[src/rtl/present_pkg.sv]
// Shared types for the present-effects block: present encodings, timed-effect states, timer width.
// Pure declarations, no logic, so nothing here adds latency or flow control.
package present_pkg;

    typedef enum logic [1:0] {
        P_LIFE   = 2'd0,
        P_FREEZE = 2'd1,
        P_SHIELD = 2'd2,
        P_POINTS = 2'd3
    } present_t;

    typedef enum logic [1:0] {
        EF_IDLE   = 2'd0,
        EF_ACTIVE = 2'd1,
        EF_ENDING = 2'd2
    } effect_st_t;

    localparam int TW = 4;

endpackage

[src/rtl/present_effects_controller_effect_timer.sv]
// One timed effect (IDLE/ACTIVE/ENDING) counting down on the seconds strobe; updates on the edge sampling load/tick.
// No backpressure; clear beats load, and load beats tick. Warn flop exists only with PRESENT_EFFECTS_WARN_EN.
module effect_timer
    import present_pkg::*;
#(
    parameter int DURATION  = 10,
    parameter int WARN_TIME = 3
) (
    input  logic          clk,
    input  logic          resetN,
    input  logic          clear,
    input  logic          load,
    input  logic          tick,
`ifdef PRESENT_EFFECTS_WARN_EN
    output logic          warn,
`endif
    output logic [TW-1:0] time_left
);

    localparam logic [TW-1:0] DUR_T  = TW'(DURATION);
    localparam logic [TW-1:0] WARN_T = TW'(WARN_TIME);

    effect_st_t    st, st_nxt;
    logic [TW-1:0] tmr, tmr_nxt;
    logic [TW-1:0] dec;

    assign dec = tmr - 1'b1;

    always_comb begin
        st_nxt  = st;
        tmr_nxt = tmr;
        if (clear) begin
            st_nxt  = EF_IDLE;
            tmr_nxt = '0;
        end else if (load) begin
            st_nxt  = EF_ACTIVE;
            tmr_nxt = DUR_T;
        end else if (tick && (st != EF_IDLE) && (tmr != '0)) begin
            tmr_nxt = dec;
            // Timer reaching zero always ends the effect, even if WARN_TIME is 0.
            if (dec == '0)
                st_nxt = EF_IDLE;
            else if (dec <= WARN_T)
                st_nxt = EF_ENDING;
        end
    end

    always_ff @(posedge clk) begin
        if (!resetN) begin
            st  <= EF_IDLE;
            tmr <= '0;
        end else begin
            st  <= st_nxt;
            tmr <= tmr_nxt;
        end
    end

`ifdef PRESENT_EFFECTS_WARN_EN
    always_ff @(posedge clk) begin
        if (!resetN)
            warn <= 1'b0;
        else if (st_nxt != EF_ENDING)
            warn <= 1'b0;
        else if (st != EF_ENDING)
            warn <= 1'b1;
        else if (tick)
            warn <= ~warn;
    end
`endif

    assign time_left = tmr;

endmodule

[src/rtl/present_effects_controller.sv]
// Applies collected presents: one-cycle life/points pulses and freeze/shield timers, one edge after the strobe.
// No backpressure; effectsEnable=0 clears everything. Optional warn outputs: PRESENT_EFFECTS_WARN_EN.
module present_effects_controller
    import present_pkg::*;
#(
    parameter int FREEZE_TIME = 10,
    parameter int SHIELD_TIME = 10,
    parameter int WARN_TIME   = 3
) (
    input  logic          clk,
    input  logic          resetN,
    input  logic          col_present,
    input  logic [1:0]    present_type,
    input  logic          secClk,
    input  logic          effectsEnable,
    output logic          freezeActive,
    output logic          shieldActive,
    output logic [TW-1:0] freezeTimeLeft,
    output logic          lifeUp,
`ifdef PRESENT_EFFECTS_WARN_EN
    output logic          freezeWarn,
    output logic          shieldWarn,
`endif
    output logic          scoreBonus
);

    present_t      ptype;
    logic          collect;
    logic [TW-1:0] shield_left;

    assign ptype   = present_t'(present_type);
    assign collect = effectsEnable && col_present;

    always_ff @(posedge clk) begin
        if (!resetN) begin
            lifeUp     <= 1'b0;
            scoreBonus <= 1'b0;
        end else begin
            lifeUp     <= collect && (ptype == P_LIFE);
            scoreBonus <= collect && (ptype == P_POINTS);
        end
    end

    effect_timer #(
        .DURATION  (FREEZE_TIME),
        .WARN_TIME (WARN_TIME)
    ) u_freeze (
        .clk       (clk),
        .resetN    (resetN),
        .clear     (!effectsEnable),
        .load      (collect && (ptype == P_FREEZE)),
        .tick      (secClk),
`ifdef PRESENT_EFFECTS_WARN_EN
        .warn      (freezeWarn),
`endif
        .time_left (freezeTimeLeft)
    );

    effect_timer #(
        .DURATION  (SHIELD_TIME),
        .WARN_TIME (WARN_TIME)
    ) u_shield (
        .clk       (clk),
        .resetN    (resetN),
        .clear     (!effectsEnable),
        .load      (collect && (ptype == P_SHIELD)),
        .tick      (secClk),
`ifdef PRESENT_EFFECTS_WARN_EN
        .warn      (shieldWarn),
`endif
        .time_left (shield_left)
    );

    // A timer is nonzero exactly when its effect is out of IDLE.
    assign freezeActive = (freezeTimeLeft != '0);
    assign shieldActive = (shield_left != '0);

endmodule

[config.mk]
export PLATFORM = sky130hd
export DESIGN_NAME = present_effects_controller
export DESIGN_NICKNAME = d
export VERILOG_FILES = /design/src/rtl/present_pkg.sv /design/src/rtl/present_effects_controller_effect_timer.sv /design/src/rtl/present_effects_controller.sv
export SDC_FILE = /design/constraint.sdc
export NUM_CORES = 1
export LEC_CHECK = 0
export ABC_CLOCK_PERIOD_IN_PS = 2300
export CAP_MARGIN = 0
export CORE_MARGIN = 2
export CORE_UTILIZATION = 48
export CTS_BUF_LIST = sky130_fd_sc_hd__clkbuf_8
export CTS_CLUSTER_DIAMETER = 50
export DETAILED_ROUTE_END_ITERATION = 12
export GPL_TIMING_DRIVEN = 0
export PLACE_DENSITY = 0.75
export REMOVE_ABC_BUFFERS = 1
export SYNTH_ARGS = -nofsm -noshare
export SYNTH_HDL_FRONTEND = slang
export SYNTH_SLANG_ARGS = --single-unit
export TNS_END_PERCENT = 30
[constraint.sdc]
create_clock -name clk -period 2.3 [get_ports clk]
set_input_delay 0.46 -clock clk [delete_from_list [all_inputs] [get_ports clk]]
set_output_delay 0.46 -clock clk [all_outputs]
set_load 0.01 [all_outputs]
* After elaboration in Yosys (flattened, before gate mapping) *
Cells that the tools add are included.

operators by class
  $add $sub $neg = 2
  muxes and demuxes = 12
  $lt $le $gt $ge = 2
  bitwise operators = 2
  reductions and logical operators = 29
  equal/unequal tests = 3

operators with widths
  kind                                                            count
  two-way mux 4 bit                                               4
  nonzero test 2 bit                                              6
  AND reduction 2 bit                                             5
  logical AND 1 bit                                               9
  less-or-equal comparator 4 x 2 -> 1 bit, second input constant  2
  logical NOT 4 bit                                               2
  two-way mux 2 bit                                               4
  nonzero test 4 bit                                              2
  subtractor 4 x 1 -> 4 bit, second input constant                2
  nonzero test 3 bit                                              2
  OR reduction 3 bit                                              2
  == test 2 bit, second input constant                            2
  two-way mux 1 bit                                               4
  == test 2 x 1 -> 1 bit, second input constant                   1
  logical NOT 2 bit                                               1
  NOT 1 bit                                                       2

word-level totals
  logic and storage cells = 60
  register bits after elaboration = 14
  input port bits = 7
  output and inout port bits = 8

* Depth between registers and ports, before layout *
  depth after elaboration = 6
  depth in mapped cells = 6
  gate-level depth less buffers = 6

* Hierarchy *
From an unflattened synthesis, not the netlist that was laid out.

unflattened totals
  cell total of the unflattened synthesis = 86
  area, all modules = 768.2 sq um

modules (own cells, without submodules)
  module                      seq. area each (sq um)  area each (sq um)  cells an instance  instances
  effect_timer                120.1                   336.6              37                 2
  present_effects_controller  40.0                    95.1               12                 1

* Worst setup path before layout *
Ideal clock, no wire load.

  kind = flip-flop to output port
  from = reg u_shield.tmr[0] (netlist: u_shield.time_left[0])
  to = out shieldActive
  setup slack = 816 ps
  arrival = 1,024 ps
  cell stages (with the launch flop) = 5
  path buffers = 0
  data required time = 1,840 ps
  cells stage by stage = dfxtp_1 -> inv_1 -> ha_1 -> nor3b_1 -> inv_1

between the ends
  cells in the longest elaborated chain, start to end = 1

ends and longest elaborated chain
  item                    RTL line                                       RTL
  start, declared         present_effects_controller_effect_timer.sv:24  logic [TW-1:0] tmr, tmr_nxt;
  start signal, assigned  present_effects_controller_effect_timer.sv:54  tmr <= tmr_nxt;
  nonzero test 4 bit      present_effects_controller.sv:76               assign shieldActive = (shield_left != '0);
  end, declared           present_effects_controller.sv:17               output logic shieldActive,

No other way between the ends.

* Worst setup path after layout *
  from = reg u_freeze.tmr[1] (netlist: u_freeze.time_left[1])
  to = out freezeActive

between the ends
  cells in the longest elaborated chain, start to end = 1

ends and longest elaborated chain
  item                    RTL line                                       RTL
  start, declared         present_effects_controller_effect_timer.sv:24
  start signal, assigned  present_effects_controller_effect_timer.sv:54
  nonzero test 4 bit      present_effects_controller.sv:75               assign freezeActive = (freezeTimeLeft != '0);
  end, declared           present_effects_controller.sv:16               output logic freezeActive,

No other way between the ends.

==> flow_summary.toml <==
[clock_network]
tritoncts.num_buffers = 3
clock_tree.htree_level_count = 1
clk_pin_slew_ns = 0.05
root_buffer = "clkbuf_8"
insertion_delay_ns = 0.24
max-clock-path-buffers = 2
cts.sinks = 14
cts_tree = "built"

[setup_path]
buffers_and_inverters_on_the_worst_path = 3
critical-path-top-delay-family = "buffers and inverters"
timing.critical_path.fanout_max = 5
crit_slowest_cell = "clkdlybuf4s50_1"
nature_of_the_critical_path_endpoint = "primary output"
setup.worst_path.start_class = "flop"
crit_chain = "inv_1 -> ha_1 -> nor3b_4 -> inv_1 -> clkdlybuf4s50_1"
critical_path.max_stage_delay_ns = 0.55
required_ns = 1.84
worst_ep_arrival_time_ns = 1.77
critical-path-top-cell-by-count = "inv_1"
path_class = "flop to primary output"

[cells_and_area]
finish.net_count = 115
top_library_cells_by_usage_in_the_layout_fill_and_taps_aside = "clkdlybuf4s50_1 (14), dfxtp_1 (12), inv_1 (7), nand2_1 (7), nand3_1 (6)"
drive_above_1_share_pct = 10.78
antenna_cells = 0
post-route-cell-area_um2 = 970.9
syn_to_final_growth_pct = 29.33
final.fill_count = 125
final_common_cell = "clkdlybuf4s50_1"

[power]
power.leakage_nw = 0.3278
maximum_resistive_drop_on_vdd_mv = 0.4332
internal_power_contribution_mw = 0.3814
power.net_switching_mw = 0.09977
power_frac_clock_pct = 39.8
fin_total_pwr_mw = 0.4812
power.share.sequential_pct = 51.3
power_per_cell_area_nw_per_um2 = 495.6
comb_power_share_pct = 8.9
sw_frac_of_total_pct = 20.73

[timing]
max_slew.worst_pin.slew_ns = 0.4566
slew_headroom_pct = 69.36
grt_setup_unrepaired = "no"
final.min_clock_period_ns = 2.234
hold_viol = 0
fin_worst_skew_ns = 0.0003267
fin_tns_setup_ns = 0
fmax_mhz = 447.6
timing.final.max_slew_violations = 0
min_period_over_period_pct = 97.14
setup_violations = 0

[synthesis]
synth_enable_flop_cells = 0
ys_async_sr_fraction_pct = 0
post_synth_inst_count = 86
synth_cell_type_count = 29
postSynthRegisterBits = 14
syn_area_um2 = 750.7
ys_warn_count = 0
synth.avg_cell_area_um2 = 8.729
synthFlopType = "dfxtp_1"
seq_area_frac_synth_pct = 37.33

[grt]
antenna_violations_before_repair = 0
grt_util_all_layers_pct = 19.14
grt_first_pass_wirelength_um = 2697
overflow = 0
maximum_number_of_pins_on_one_net_before_global_route_repair = 8
grt_pass1_vias = 642

[floorplanning]
fp-row-count = 14
chip_height_um = 43.55
fp.dieArea_um2 = 1896
coreArea_um2 = 1489
floorplan.io_pins = 15
initial_core_util_pct = 50.42
dieWidth_um = 43.55

[placement]
finalWeightedCongestion = 0.8219
place_hpwl_um = 1235
port_buffers = 14
postPlaceCellArea_um2 = 907.1

[run_status]
status = "finished clean"

[detailed_routing]
drtPass1Iterations = 8
antenna_left = 0
drt-total-wl_um = 1678
route.detailed.vias_per_inst = 5.814
first_iter_violations = 35
avgRoutedWirePerCell_um = 14.22
drc_errors = 0
vias = 686

[min_path]
hold_class = "flop to flop"

[run]
cap_viol_max_count = 0
==> layer usage <==
layer,vias up,routed length (um),track usage (%)
met2,30,767,30.29
met5,-,0,0
met1,302,787,25.45
met3,2,113,6.667
met4,0,9,3.636
li1,352,-,-
==> worst register-to-register path: stages (launching register included) <==
cell     delay [ns]
dfxtp_1        0.40
inv_1          0.09
ha_1           0.22
xor2_1         0.18
nor4_2         0.38
mux2i_1        0.24
==> registers in the layout (all words and copies together) (netlist names) <==
register            flops
u_freeze.time_left      4
scoreBonus              1
lifeUp                  1
u_shield.st             2
u_freeze.st             2
u_shield.time_left      4
==> cells in the mapped netlist, types with 2 or more instances <==
cell | instances | area, um2
o31a_1 | 2 | 17.52
o22ai_1 | 2 | 12.51
a21oi_1 | 3 | 15.01
ha_1 | 4 | 50.05
or3_1 | 2 | 12.51
a31oi_1 | 4 | 25.02
o21a_1 | 2 | 15.01
nand2_1 | 7 | 26.28
inv_1 | 7 | 26.28
mux2i_1 | 2 | 20.02
dfxtp_1 | 14 | 280.3
o211ai_1 | 2 | 15.01
nand4b_1 | 2 | 17.52
nand3b_1 | 4 | 30.03
nor4_2 | 2 | 25.02
nor2_1 | 2 | 7.510
xor2_1 | 2 | 17.52
nand3_1 | 6 | 30.03
o21ai_0 | 5 | 25.02
o21ai_1 | 2 | 10.01
nor4_1 | 2 | 12.51
==> cells by family (layout without fill, tap and decap cells) <==
kind of cell | Yosys count | count (layout) | share of synthesized area, %
and+or+nand+nor | 32 | 32 | 26.50
AOI/OAI and AO/OA | 24 | 24 | 20.50
DFF | 14 | 14 | 37.33
buffers and inverters | 8 | 24 | 4.000
adders and majority gates | 4 | 4 | 6.667
xor gates and xnor gates | 2 | 2 | 2.334
muxes | 2 | 2 | 2.667
==> worst paths after layout <==
check / startpoint / endpoint / slack (ns) / depth (start not counted)
worst max-delay path: u_freeze.time_left[1] / freezeActive / 0.07 / 5
worst min-delay path: u_shield.st[0] / u_shield.st[0] / 0.48 / 2
worst max register to register: u_freeze.time_left[1] / u_freeze.st[1] / 0.74 / 5
worst min register to register: u_shield.st[0] / u_shield.st[0] / 0.48 / 2
==> layout make-up <==
type,instances,area (um2),area share [%]
Clock buffer,3,41.29,4.253
Inverter,7,26.28,2.706
Multi-Input combinational cell,64,460.4,47.42
Sequential cell,14,282.8,29.12
Tap cell,16,20.02,2.062
Timing Repair Buffer,14,140.1,14.43
==> through the flow <==
step | std cells | hold slack, ns | setup slack [ns] | utilization (%)
after global placement | 115 | 0.4588 | 0.2538 | 60.92
final | 118 | 0.4817 | 0.06569 | 65.21
after detailed placement | 115 | 0.4694 | 0.1447 | 60.92
after CTS | 118 | 0.4767 | 0.02407 | 64.03
after floorplan | 85 | 0.4487 | 0.8155 | -
after global routing | 118 | 0.5100 | 0.008324 | 65.21
==> power by group through the flow <==
stage	Combinational (mW)	Clock, mW	Sequential, mW
after CTS	0.0417	0.200	0.247
after global routing	0.0463	0.205	0.247
after floorplan	0.0175	0	0.252
after detailed placement	0.0412	0	0.252
after global placement	0.0402	0	0.252
final	0.0428	0.191	0.247
==> what timing repair did <==
action	in CTS	in global routing
buffers inserted	0	0
pin swaps	0	0
endpoints found under the setup margin	1	2
gates resized for setup	1	5
hold buffers	0	0
No activity file was read; power rests on OpenSTA's default activity.
